===== config.mk =====
export PLATFORM = sky130hd
export DESIGN_NAME = sha_msg_sched
export DESIGN_NICKNAME = d
export VERILOG_FILES = /design/src/rtl/sha_msg_sched.sv
export SDC_FILE = /design/constraint.sdc
export NUM_CORES = 1
export LEC_CHECK = 0
export CAP_MARGIN = 20
export CORE_AREA = 2 2 428 430
export DETAILED_ROUTE_END_ITERATION = 10
export DIE_AREA = 0 0 430 432
export PLACE_DENSITY_LB_ADDON = 0.12
export SYNTH_ARGS = -nofsm -noshare
export SYNTH_HDL_FRONTEND = slang
export SYNTH_SLANG_ARGS = --single-unit

===== constraint.sdc =====
create_clock -name i_clk -period 2.1 [get_ports i_clk]
set_input_delay 0.42 -clock i_clk [delete_from_list [all_inputs] [get_ports i_clk]]
set_output_delay 0.42 -clock i_clk [all_outputs]
set_load 0.05 [all_outputs]

===== src/rtl/sha_msg_sched.sv =====
// SHA-256 message-schedule window: loads one 512-bit block, shifts in W_{t+16} per round for ROUNDS rounds.
// Define SHA_SCHED_INTERNAL_EN to compute the next schedule word internally instead of taking i_new_word.
module sha_msg_sched #(
    parameter int ROUNDS = 64,
    parameter int WORD_W = 32
) (
    input  logic              i_clk,
    input  logic              i_rst_n,
    input  logic              i_blk_valid,
    output logic              o_blk_ready,
    input  logic [511:0]      i_blk,
    input  logic              i_adv,
    input  logic [WORD_W-1:0] i_new_word,
    output logic [511:0]      o_words,
    output logic [31:0]       o_wt,
    output logic [5:0]        o_round,
    output logic              o_busy,
    output logic              o_done
);

    typedef enum logic [1:0] {
        IDLE = 2'd0,
        RUN  = 2'd1,
        DONE = 2'd2
    } state_t;

    state_t       state_q, state_d;
    logic [511:0] words_q, words_d;
    logic [5:0]   round_q, round_d;
    logic [31:0]  fill_word;

`ifdef SHA_SCHED_INTERNAL_EN
    function automatic logic [31:0] rotr(input logic [31:0] x, input int n);
        return (x >> n) | (x << (32 - n));
    endfunction

    function automatic logic [31:0] sigma0(input logic [31:0] x);
        return rotr(x, 7) ^ rotr(x, 18) ^ (x >> 3);
    endfunction

    function automatic logic [31:0] sigma1(input logic [31:0] x);
        return rotr(x, 17) ^ rotr(x, 19) ^ (x >> 10);
    endfunction

    // Operands: slot 1 = W_{t+14}, slot 6 = W_{t+9}, slot 14 = W_{t+1}, slot 15 = W_t
    assign fill_word = sigma1(words_q[63:32]) + words_q[223:192]
                     + sigma0(words_q[479:448]) + words_q[511:480];

    logic unused_new_word;
    assign unused_new_word = ^i_new_word;
`else
    assign fill_word = i_new_word;
`endif

    always_comb begin
        state_d = state_q;
        words_d = words_q;
        round_d = round_q;
        case (state_q)
            IDLE: begin
                if (i_blk_valid) begin
                    words_d = i_blk;
                    round_d = 6'd0;
                    state_d = RUN;
                end
            end
            RUN: begin
                if (i_adv) begin
                    // Slot k takes slot k-1; the new word enters at slot 0
                    words_d = {words_q[479:0], fill_word};
                    if (round_q == 6'(ROUNDS - 1)) begin
                        state_d = DONE;
                    end else begin
                        round_d = round_q + 6'd1;
                    end
                end
            end
            DONE: begin
                state_d = IDLE;
            end
            default: begin
                state_d = IDLE;
            end
        endcase
    end

    always_ff @(posedge i_clk) begin
        if (!i_rst_n) begin
            state_q <= IDLE;
            words_q <= '0;
            round_q <= '0;
        end else begin
            state_q <= state_d;
            words_q <= words_d;
            round_q <= round_d;
        end
    end

    assign o_words     = words_q;
    assign o_wt        = words_q[511:480];
    assign o_round     = round_q;
    assign o_blk_ready = (state_q == IDLE);
    assign o_busy      = (state_q == RUN);
    assign o_done      = (state_q == DONE);

endmodule


==> impl_metrics.csv <==
group,metric,value,unit
floorplan,start_util,12.8,%
clock_tree,clockBufferDepth,3,
synth,ys_seq_area_share,44.9,%
detailed_routing,final_antenna_net_count,0,
power,internal_power,0.0223,W
power,total_power,0.0355,W
power,p_clk_share,37.5,%
floorplan,die_area,0.186,mm²
placed_design,place_ws,-338,ps
job,drv_cap,0,
floorplan,rows,157,
worst_setup_path,critPathMaxFanout,10,
sta,setup_viol,0,
detailed_routing,drt_iter0_markers,1154,
detailed_routing,wl_per_cell,24.1,µm
global_routing,grt_usage,15.9,%
sta,timing.final.crit_share,96.4,%
sta,rsz0062_at_grt,"yes",
detailed_routing,via_count,25600,
floorplan,io_pins,1101,
synth,synthesis.nets,3476,
synth,synth_top_family_by_area,"simple AND/OR/NAND/NOR gates",
clock_tree,insertion_delay,680,ps
synth,synthAdderAreaFrac,0.0540,%
global_routing,antenna_found_initial,15,
synth,syn_inst,2927,
synth,synth-simple-area-share,25.5,%
sta,finalHoldViolCount,0,
placed_design,dp_hpwl,122000,µm
sta,tightest_slew,611,ps
layout,multi_input_area,0.0112,mm²
global_routing,grt_pass1_vias,26300,
floorplan,core_area,0.182,mm²
layout,fill_cells,20300,
power,power_density,893,mW/mm²
worst_setup_path,path_class,"reg2out",
worst_setup_path,cp.arrival,1600,ps
floorplan,die_y,432,µm
power,pwr-share-seq,33.7,%
power,pwr-share-comb,28.8,%
outcome,status,"completed",
layout,fin_area,0.0397,mm²
detailed_routing,drcViolationCount,0,
power,swShare,37.3,%
placed_design,port_buffers,1100,
sta,fmax,0.494,GHz
synth,synth_xor_area_share,0,%
synth,ys_types,31,
power,irDropWorstVdd,465,µV
synth,synthMuxAreaShare,0.140,%
placed_design,postPlaceCellArea,0.0370,mm²
layout,area_growth,71.5,%
worst_setup_path,critPathLaunchType,"flip-flop",
clock_tree,h-tree-depth,3,
layout,drive_gt1_share,20.6,%
sta,relSlewSlack,59.2,%
power,p_leak,15.5,nW
clock_tree,path_clk_slew,60,ps
sta,report.final.slew_viol_count,0,
detailed_routing,wl,155000,µm
placed_design,place_congestion,0.820,
worst_setup_path,critPathRequiredTime,1680,ps
global_routing,grt_pass1_wl,212000,µm
clock_tree,cts_num_sinks,520,
clock_tree,postCtsHoldBufs,0,
floorplan,die_x,430,µm
clock_tree,cts_tree,"done",
layout,regArea,0.0104,mm²
power,p_sw,0.0132,W
synth,syn_area,0.0232,mm²
worst_setup_path,end_kind,"output pin",
worst_setup_path,critPathMaxStageDelay,310,ps
detailed_routing,firstDrtPassIters,5,
worst_setup_path,path_cells,"nand2b_4 > inv_8 > buf_16 > buf_12",
synth,ys_seq_elements,520,
detailed_routing,routed_via_density,3.99,
clock_tree,clock-root-buffer,"clkbuf_16",
sta,fin_skew,27.3,ps
clock_tree,numCtsBuffers,78,
global_routing,overflow,0,
worst_setup_path,cp_slowest_cell,"dfxtp_1",
synth,synth-compound-area-share,22.5,%
worst_hold_path,hold_class,"in2reg",
sta,setup_slack,75.1,ps
sta,finalCriticalPeriod,2020,ps
layout,final_nets,4522,
global_routing,grt_max_degree,76,
synth,yosys_warnings,0,
synth,synth_area_per_cell,7.92,µm²
[worst max-delay path: cells and delay by family, from the launching register on]
kind | cells | cell delay, ps
simple gates | 1 | 180
buf+inv | 3 | 410
flops | 1 | 310
[placed cells by master (no fill, tap or decap), types with 2 or more instances in the layout]
cell type	count
nand2_1	1027
clkdlybuf4s50_1	547
nor2_1	516
dfxtp_1	513
a311oi_1	411
buf_4	406
clkdlybuf4s15_2	129
a311oi_2	101
clkbuf_16	81
dlygate4sd2_1	71
clkdlybuf4s15_1	65
buf_12	61
clkbuf_1	26
clkbuf_8	15
clkinv_2	14
diode_2	7
dfxtp_2	6
and3_1	4
nor2b_1	3
a21oi_1	3
nand3_1	3
bufinv_16	3
clkinv_8	3
o21ai_0	2
o32ai_1	2
inv_8	2
buf_16	2
[area by class of cell]
cell class	count	area share, %
Antenna cell	7	0.0441
Clock buffer	121	5.80
Clock inverter	20	0.526
Inverter	2	0.0567
Multi-Input combinational cell	2086	28.1
Sequential cell	520	26.2
Tap cell	2385	7.51
Timing Repair Buffer	1285	31.7
[power groups by stage]
stage                     combinational, W  clock, W  sequential, W
after CTS                           0.0104    0.0139         0.0120
after global routing                0.0108    0.0141         0.0121
after global placement              0.0105         0         0.0122
final                               0.0102    0.0133         0.0120
after detailed placement            0.0105         0         0.0122
after floorplan                    0.00290         0         0.0148
[cells by family after synthesis]
logic type	Yosys count
adder cells (fa/ha/maj)	1
multiplexers	2
AO/OA/AOI/OAI	524
AND/OR/NAND/NOR	1559
flip-flops	520
buffers and inverters	321
[timing repair]
action	4_1_cts	5_1_grt
setup endpoints to repair	275	6
gates resized for setup	599	5
cloned	1	1
setup buffers	1	5
[synth_stat cells]
| library cell | count | area share (%) |
|---|---|---|
| mux2i_4 | 1 | 0.097 |
| nor2_8 | 1 | 0.086 |
| inv_2 | 1 | 0.016 |
| buf_2 | 181 | 3.9 |
| or2_2 | 1 | 0.027 |
| a311oi_1 | 412 | 16 |
| clkinv_1 | 1 | 0.016 |
| buf_1 | 6 | 0.097 |
| o32ai_1 | 2 | 0.076 |
| nand3_1 | 3 | 0.065 |
| clkbuf_1 | 89 | 1.4 |
| a311oi_4 | 1 | 0.11 |
| nor3_1 | 1 | 0.022 |
| dfxtp_1 | 520 | 45 |
| nor2_1 | 516 | 8.4 |
| o21ai_0 | 2 | 0.043 |
| a2111oi_0 | 1 | 0.038 |
| a41o_1 | 1 | 0.043 |
| mux2i_1 | 1 | 0.043 |
| nand2b_1 | 2 | 0.054 |
| ha_1 | 1 | 0.054 |
| nor2b_1 | 3 | 0.081 |
| nand2_1 | 1027 | 17 |
| and3_1 | 4 | 0.11 |
| buf_4 | 41 | 1.3 |
| buf_6 | 2 | 0.097 |
| a311oi_2 | 100 | 6.5 |
| a21oi_1 | 3 | 0.065 |
| o31a_1 | 1 | 0.038 |
| a32o_1 | 1 | 0.043 |
| and4_1 | 1 | 0.038 |
[stage by stage]
stage | TNS, ps | instances | util (%) | hold slack [ps]
after floorplan | 0 | 2927 | - | 562
after global placement | -71870 | 6271 | 20.4 | 484
after detailed placement | -81610 | 6271 | 20.4 | 489
after CTS | -211 | 6414 | 21.8 | 216
after global routing | -25.7 | 6423 | 21.9 | 274
final | 0 | 6426 | 21.9 | 311
[layer usage]
metal / global-route usage [%] / share of wire (%) / up-vias
met5: 0 / 0.076 / -
met4: 4.33 / 2.1 / 16
met3: 3.97 / 5.8 / 145
met2: 30.0 / 53 / 722
met1: 17.6 / 39 / 12400
li1: - / - / 12300
[worst paths after layout]
kind,start,to,slack [ps],depth (start not counted)
hold / removal,i_blk[195],o_words[195],310,3
setup reg to reg,state_q[1],o_words[144],180,7
hold reg to reg,o_words[3],o_words[35],490,2
setup / recovery,state_q[1],o_busy,80,4
[registers in the layout, summed over array words and instances, names as in the netlist]
signal / flops
state_q: 2
o_words: 512
o_round: 6
Power figures use the tool's default switching activity.
